--- src/rtl/sdram_line_packer.sv ---
// sdram_line_packer
//
// Burst adapter between the cache line-fill port and a 16-bit SDRAM
// controller. A fill request becomes one line-aligned 16-halfword read
// burst. The returned halfwords are packed into eight 32-bit words, and
// the line is replayed to the cache critical word first, one word per
// cycle.
//
// Ports:
//   clk          system clock, rising edge
//   reset        asynchronous active-low reset
//   cache_addr   fill address; [4:2] selects the critical word
//   cache_req    fill request level, held by the cache until cache_fill
//   cache_fill   one-cycle strobe marking the critical word on cache_data
//   cache_data   registered fill data word
//   sdr_addr     line-aligned burst start address
//   sdr_req      burst read request level, held until sdr_ack
//   sdr_ack      one-cycle accept from the controller
//   sdr_rdvalid  sdr_data carries one returned halfword this cycle
//   sdr_data     returned halfword, ascending address order from line base
//   busy         high whenever the FSM is not idle
//   state_dbg    current FSM state, for observation
//
// Handshakes: sdr_req is a level that rises the cycle after a request is
// taken and falls the cycle after sdr_ack is sampled high; sdr_ack may
// arrive on the first sdr_req cycle. sdr_rdvalid is a qualifier with no
// back-pressure, and it counts only while collecting. cache_req is a level
// sampled only in IDLE, so dropping it later never aborts a burst.

module sdram_line_packer #(
    parameter bit lowfirst = 1'b1
) (
    input  logic        clk,
    input  logic        reset,
    input  logic [31:0] cache_addr,
    input  logic        cache_req,
    output logic        cache_fill,
    output logic [31:0] cache_data,
    output logic [31:0] sdr_addr,
    output logic        sdr_req,
    input  logic        sdr_ack,
    input  logic        sdr_rdvalid,
    input  logic [15:0] sdr_data,
    output logic        busy,
    output logic [1:0]  state_dbg
);

    localparam logic [1:0] IDLE    = 2'd0;
    localparam logic [1:0] REQ     = 2'd1;
    localparam logic [1:0] COLLECT = 2'd2;
    localparam logic [1:0] EMIT    = 2'd3;

    logic [1:0]  state;
    logic [2:0]  crit_q;      // critical word index of the latched address
    logic [3:0]  beat_cnt;    // halfword index within the burst
    logic [2:0]  emit_cnt;    // position within the 8-word replay
    logic [31:0] line_q [8];
    logic [31:0] line_n [8];
    logic        upper_sel;
    logic [2:0]  next_idx;

    // The byte offset within a word never affects a line fill.
    logic unused_addr_bits;
    assign unused_addr_bits = ^cache_addr[1:0];

    assign busy      = (state != IDLE);
    assign state_dbg = state;

    // Even beats fill the low half when lowfirst is set, the high half otherwise.
    assign upper_sel = beat_cnt[0] ^ ~lowfirst;

    // Word replayed on the next EMIT cycle; 3-bit add wraps around the line.
    assign next_idx = crit_q + emit_cnt + 3'd1;

    // Buffer contents including the halfword arriving this cycle. Used so
    // the critical word can be launched on the same edge that stores the
    // last beat, even when that beat belongs to the critical word.
    always_comb begin
        line_n = line_q;
        if (state == COLLECT && sdr_rdvalid) begin
            if (upper_sel) begin
                line_n[beat_cnt[3:1]][31:16] = sdr_data;
            end else begin
                line_n[beat_cnt[3:1]][15:0] = sdr_data;
            end
        end
    end

    always_ff @(posedge clk or negedge reset) begin
        if (!reset) begin
            state      <= IDLE;
            crit_q     <= 3'd0;
            beat_cnt   <= 4'd0;
            emit_cnt   <= 3'd0;
            sdr_addr   <= 32'd0;
            sdr_req    <= 1'b0;
            cache_fill <= 1'b0;
            cache_data <= 32'd0;
            line_q     <= '{default: 32'd0};
        end else begin
            case (state)
                IDLE: begin
                    if (cache_req) begin
                        crit_q   <= cache_addr[4:2];
                        sdr_addr <= {cache_addr[31:5], 5'b0};
                        sdr_req  <= 1'b1;
                        beat_cnt <= 4'd0;
                        state    <= REQ;
                    end
                end
                REQ: begin
                    if (sdr_ack) begin
                        sdr_req <= 1'b0;
                        state   <= COLLECT;
                    end
                end
                COLLECT: begin
                    if (sdr_rdvalid) begin
                        line_q   <= line_n;
                        beat_cnt <= beat_cnt + 4'd1;
                        if (beat_cnt == 4'd15) begin
                            emit_cnt   <= 3'd0;
                            cache_fill <= 1'b1;
                            cache_data <= line_n[crit_q];
                            state      <= EMIT;
                        end
                    end
                end
                EMIT: begin
                    cache_fill <= 1'b0;
                    if (emit_cnt == 3'd7) begin
                        state <= IDLE;
                    end else begin
                        emit_cnt   <= emit_cnt + 3'd1;
                        cache_data <= line_q[next_idx];
                    end
                end
                default: state <= IDLE;
            endcase
        end
    end

endmodule

--- config.mk ---
export PLATFORM = sky130hd
export DESIGN_NAME = sdram_line_packer
export DESIGN_NICKNAME = d
export VERILOG_FILES = /design/src/rtl/sdram_line_packer.sv
export SDC_FILE = /design/constraint.sdc
export NUM_CORES = 1
export LEC_CHECK = 0
export ABC_AREA = 1
export BUFFER_PORTS_ARGS = -buffer_cell sky130_fd_sc_hd__buf_2
export CORE_MARGIN = 2
export CORE_UTILIZATION = 54
export CTS_CLUSTER_DIAMETER = 60
export DETAILED_ROUTE_END_ITERATION = 8
export GPL_ROUTABILITY_DRIVEN = 0
export GPL_TIMING_DRIVEN = 0
export PLACE_DENSITY = 0.72
export SETUP_SLACK_MARGIN = 0.05
export SLEW_MARGIN = 20
export SYNTH_ARGS = -nofsm -noshare
export SYNTH_HDL_FRONTEND = slang
export SYNTH_SLANG_ARGS = --single-unit
--- constraint.sdc ---
create_clock -name clk -period 8.6 [get_ports clk]
set_clock_uncertainty 0.2 [all_clocks]
set_input_delay 1.29 -clock clk [delete_from_list [all_inputs] [get_ports clk]]
set_output_delay 1.29 -clock clk [all_outputs]
set_load 0.01 [all_outputs]
; After elaboration in Yosys (flattened, before gate mapping)
; Index checks and enable logic that the tools add are counted.
[totals]
input_bits = 53
regBits = 329
wordCells = 89
[op_classes]
muxes = 37
bitwise_logic = 3
eq_ne = 11
magnitude_cmp = 4
reduce_logical = 14
addsub = 4
[ops]
columns = operator, count
row1 = $bwmux 256, 2
row2 = $mux 256, 2
row3 = $mux 32, 8
row4 = $bmux 32 s3, 2
row5 = $demux 32 s3, 2
row6 = $pmux 32 s2, 1
row7 = $mux 16, 1
row8 = $ge 4x4->1 const B, 3
row9 = $not 3->4, 3
row10 = $mux 2, 5
row11 = $ne 2x2->1 const B, 5
row12 = $mux 3, 3
row13 = $reduce_and 3->1, 3
row14 = $mux 4, 2
row15 = $pmux 2 s4, 1
row16 = $pmux 4 s2, 1
row17 = $reduce_bool 2->1, 4
row18 = $add 3x1->3 const B, 2
row19 = $pmux 3 s2, 1
row20 = $reduce_and 5->1, 1
row21 = $add 4x1->4 const B, 1
row22 = $eq 2x2->1 const B, 2
row23 = $eq 4x4->1 const B, 1
row24 = $lt 4x1->1 const B, 1
row25 = 10 further kinds, 16

; Logic depth before layout (Yosys ltp)
[logic_depth]
ltp_word = 14
mapped_depth = 15
depth_no_buf = 11

; Least setup slack after synthesis
; Ideal clock, no wire load.
[synth_timing]
path_type = register to register
startpoint = reg crit_q[0]
endpoint = reg cache_data[14]
path_stages_with_launch = 15
slack_ps = 5555
period_less_slack_ps = 3045
arrival_ps = 2768
setup_ps = 77
required_time_ps = 8323
cell_sequence = dfrtp_1 -> inv_1 -> clkbuf_1 -> clkbuf_1 -> ha_1 -> fa_1 -> inv_1 -> buf_2 -> buf_2 -> o21ai_0 -> o21ai_0 -> inv_1 -> o21ai_0 -> a21oi_1 -> a21oi_1
[synth_between]
elab_chain_len = 8
[synth_lines]
columns = item, line_no
row1 = start: declaration, 54  ; logic [2:0] crit_q;
row2 = start signal: assignment, 104  ; crit_q <= cache_addr[4:2];
row3 = $add 3x3->3, 73  ; assign next_idx = crit_q + emit_cnt + 3'd1;
row4 = $add 3x1->3, 73
row5 = $not 3->4 (not written as such), 135  ; cache_data <= line_q[next_idx];
row6 = $bmux 32 s3, 135
row7 = $mux 32 (not written as such) (2 in a row), 135
row8 = $mux 32, 131  ; if (emit_cnt == 3'd7) begin
row9 = $pmux 32 s2 (*), 101  ; case (state)
row10 = end signal: assignment, 124  ; cache_data <= line_n[crit_q];
row11 = end signal: assignment, 135
row12 = end: declaration, 38  ; output logic [31:0] cache_data,
; Every way passes the cells marked *; elsewhere a longest branch is shown, timed or not. The select of a mux whose other input is x is not followed.
; A chain may end at the register's enable or synchronous reset.

; Final worst setup path
[layout_timing]
startpoint = reg crit_q[0]
endpoint = reg cache_data[15]
; Same word-level chain as after synthesis.

==> metrics.txt <==
timing-limited maximum frequency=195.6 MHz; Post-CTS Setup Inserts=0; proportion of power drawn by the clock network=16.9%; fraction of final layout cells sized beyond drive strength 1=11.60%; violated checks=DRC; post-route cell area=0.02076 mm^2; sw power=0.005073 W; internal power=0.004907 W; Layout Utilization=62.06%; via count=20020; non-filler instance count after layout=3132; total of endpoints with negative setup slack in the final report=0; cell type with the highest aggregate area in the netlist=dfrtp_1; total leakage power=10.73 nW; Simple-Gate Fraction of Synth Area=37.32%; dominant combinational cell family by area after synthesis=simple AND/OR/NAND/NOR gates; number of max-capacitance violations reported=0; area of the mapped netlist=0.01832 mm^2; endpoint class of the critical path=flip-flop; Comb power frac=57.3%; data required time of the worst path=8.86 ns; gr usage total=42.23%; area after detailed placement=0.01948 mm^2; proportion of synthesized chip area in sequential cells=44.95%; share of total power consumed by net switching=50.83%; count of input and output buffers=98; Antenna Violating Nets Remaining=0; global route total overflow=0; die outline width=188.2 um; pin count of the biggest net entering global routing=93; register clock-pin slew on the reported worst setup and hold paths=0.06 ns; number of cells produced by synthesis=2510; number of buffers inserted during clock tree synthesis=38; initial antenna violation count=3; total wirelength of the detailed-routed design=75.55 mm; number of distinct library cells after synthesis=31; fraction of the mapped netlist area in adder cells=0.6557%; worst slew slack as a fraction of its limit=17.09%; status=complete, but fails checks; clock sinks=329; filler instances=3024; total placed cells including tap cells=3063; Fin. Hold Viols=0; Starting Density=54.76%; hpwl dp=52.23 mm; die area=0.03541 mm^2; total count of max-transition violations in the final report=0; DRC violations left=1; number of H-tree branching levels=2; Post-Syn Area per Cell=7.298 um^2; part of the total power dissipated in sequential elements=25.8%; average via count per standard cell=6.391; Worst Max-Slew Pin Slew=1.244 ns; count of TritonRoute iterations in the first routing pass=9; layout overhead on the synthesized area=13.33%; number of flip-flops and latches in the synthesized netlist=329; post-detailed-route wirelength per cell=24.12 um; largest voltage drop on the vdd net=0.2570 mV; Worst EP arrival=5.37 ns; cells resized by post-CTS repair=0; number of global-route vias before repair=18580; sort of element at the start of the critical path=flip-flop; height of the die=188.2 um; first-pass GRT wire length=111.5 mm; boundary pin count=122; hold buffer count at cts=0; Iteration-0 DRC Markers=3284; kind of path behind the tightest hold check=reg2reg; maximum fanout count along the critical path=10; pwr/cell area=480.8 mW/mm^2; min Tclk post-route=5.111 ns; Post-Place Worst Slack=3.855 ns; Min Hold Slack=0.2834 ns; yosys synthesis warning count=0; core area=0.03345 mm^2; fin nets=2717; Compound-Gate Fraction of Synth Area=8.600%; RSZ-0062 raised after global routing=no; clock root buffer=clkbuf_16; final critical-path share of the clock period=59.43%; most area-consuming cells after synthesis=dfrtp_1, nand3_1, nand2_1; mux cell area share after synthesis=1.660%; std cell rows=67; Synth top area share=44.95%; clock tree from TritonCTS=yes; later-pin clock latency in the skew report=0.54 ns; post-synthesis xor/xnor area fraction=0.1366%; Crit Path Category=reg2reg; PnR worst setup slack=3.489 ns; worst-case clock buffer depth=3
[cell families (layout without fill, tap and decap cells)]
family | count (synthesis) | after routing
buf+inv | 293 | 461
flops | 329 | 329
compound gates | 305 | 305
fa+ha+maj | 9 | 9
xor+xnor | 2 | 2
other cells | 1 | 7
mux | 27 | 27
simple gates | 1544 | 1544
[power groups by stage]
| stage | combinational [W] | sequential, W | clock, W |
|---|---|---|---|
| global placement | 0.00529 | 0.00255 | 0 |
| global route | 0.00611 | 0.00263 | 0.00174 |
| finish | 0.00572 | 0.00257 | 0.00169 |
| CTS | 0.00542 | 0.00255 | 0.00168 |
| detailed placement | 0.00539 | 0.00256 | 0 |
| floorplan | 0.00345 | 0.00254 | 0 |
[synth_stat cells (all sizes together)]
master and n:
a21oi 70, nor3 3, xor2 1, or2 32, xnor2 1, o22ai 32, o21ai 200, nor2 184
dfrtp 329, nand3 663, a221oi 1, inv 86, a211oi 1, buf 88, conb 1, nor4 1
ha 8, clkbuf 119, nand2 661, o211ai 1, fa 1, mux2 27
[flip-flops by register name, indices dropped and copies added (netlist names)]
signal,flops
emit_cnt,3
state_dbg,2
line_q,256
sdr_addr,27
crit_q,3
sdr_req,1
beat_cnt,4
cache_fill,1
cache_data,32
[metrics by stage]
stage | setup TNS (ns) | total power [W]
after detailed placement | 0 | 0.007952
after global routing | 0 | 0.01049
after global placement | -160.43 | 0.007841
final | 0 | 0.009980
after floorplan | 0 | 0.005992
after CTS | 0 | 0.009652
[worst max-delay path, cell delays in order (launching register included)]
cell and delay, ns:
dfrtp_1 0.43, inv_1 0.13, clkbuf_1 0.47, clkbuf_1 0.69, ha_1 0.28, fa_1 0.62
inv_1 0.26, buf_2 0.35, clkbuf_1 0.48, o21ai_0 0.18, o22ai_1 0.30, nand2_1 0.10
o21ai_0 0.09, a21oi_1 0.21, a21oi_1 0.20
[path summary, 6_finish.rpt]
check,start,endpoint,slack [ns],cells past startpoint
worst min-delay path,line_q[58],line_q[58],0.28,2
worst max register to register,crit_q[0],cache_data[15],3.49,14
worst max-delay path,crit_q[0],cache_data[15],3.49,14
max in group asynchronous,reset,line_q[201],6.66,2
worst min register to register,line_q[58],line_q[58],0.28,2
min in group asynchronous,reset,line_q[56],0.59,1
[per-layer routing]
layer  vias to the layer above  track usage, %  wire length [um]
met5                         -               0                 9
met4                         2           29.19              6602
met3                       429           13.82             11260
met2                      1588           61.01             31140
met1                      9328           53.70             26550
li1                       8670               -                 -
[area by class of cell]
| class | instances | area [um^2] | share of cell area, % |
|---|---|---|---|
| Sequential cell | 329 | 8233 | 39.66 |
| Inverter | 86 | 322.8 | 1.555 |
| Antenna cell | 2 | 5.005 | 0.02411 |
| Tap cell | 448 | 560.5 | 2.700 |
| Clock inverter | 5 | 80.08 | 0.3858 |
| Timing Repair Buffer | 101 | 583.1 | 2.809 |
| Clock buffer | 62 | 1195 | 5.756 |
| Multi-Input combinational cell | 1892 | 8880 | 42.78 |
| Buffer | 207 | 899.6 | 4.334 |
[placed cells by master (no fill, tap or decap), types with 7 or more instances in the layout]
master / count
buf_2: 145
clkbuf_8: 9
a21oi_1: 70
ha_1: 8
o22ai_1: 32
inv_1: 82
nand2_2: 9
nand3_1: 662
clkbuf_1: 129
or2_2: 32
buf_1: 24
mux2_2: 27
buf_4: 16
dfrtp_1: 329
nor2_4: 7
clkbuf_16: 41
nor2_1: 171
nand2_1: 652
o21ai_0: 199
(Power assumes the default switching activity.)
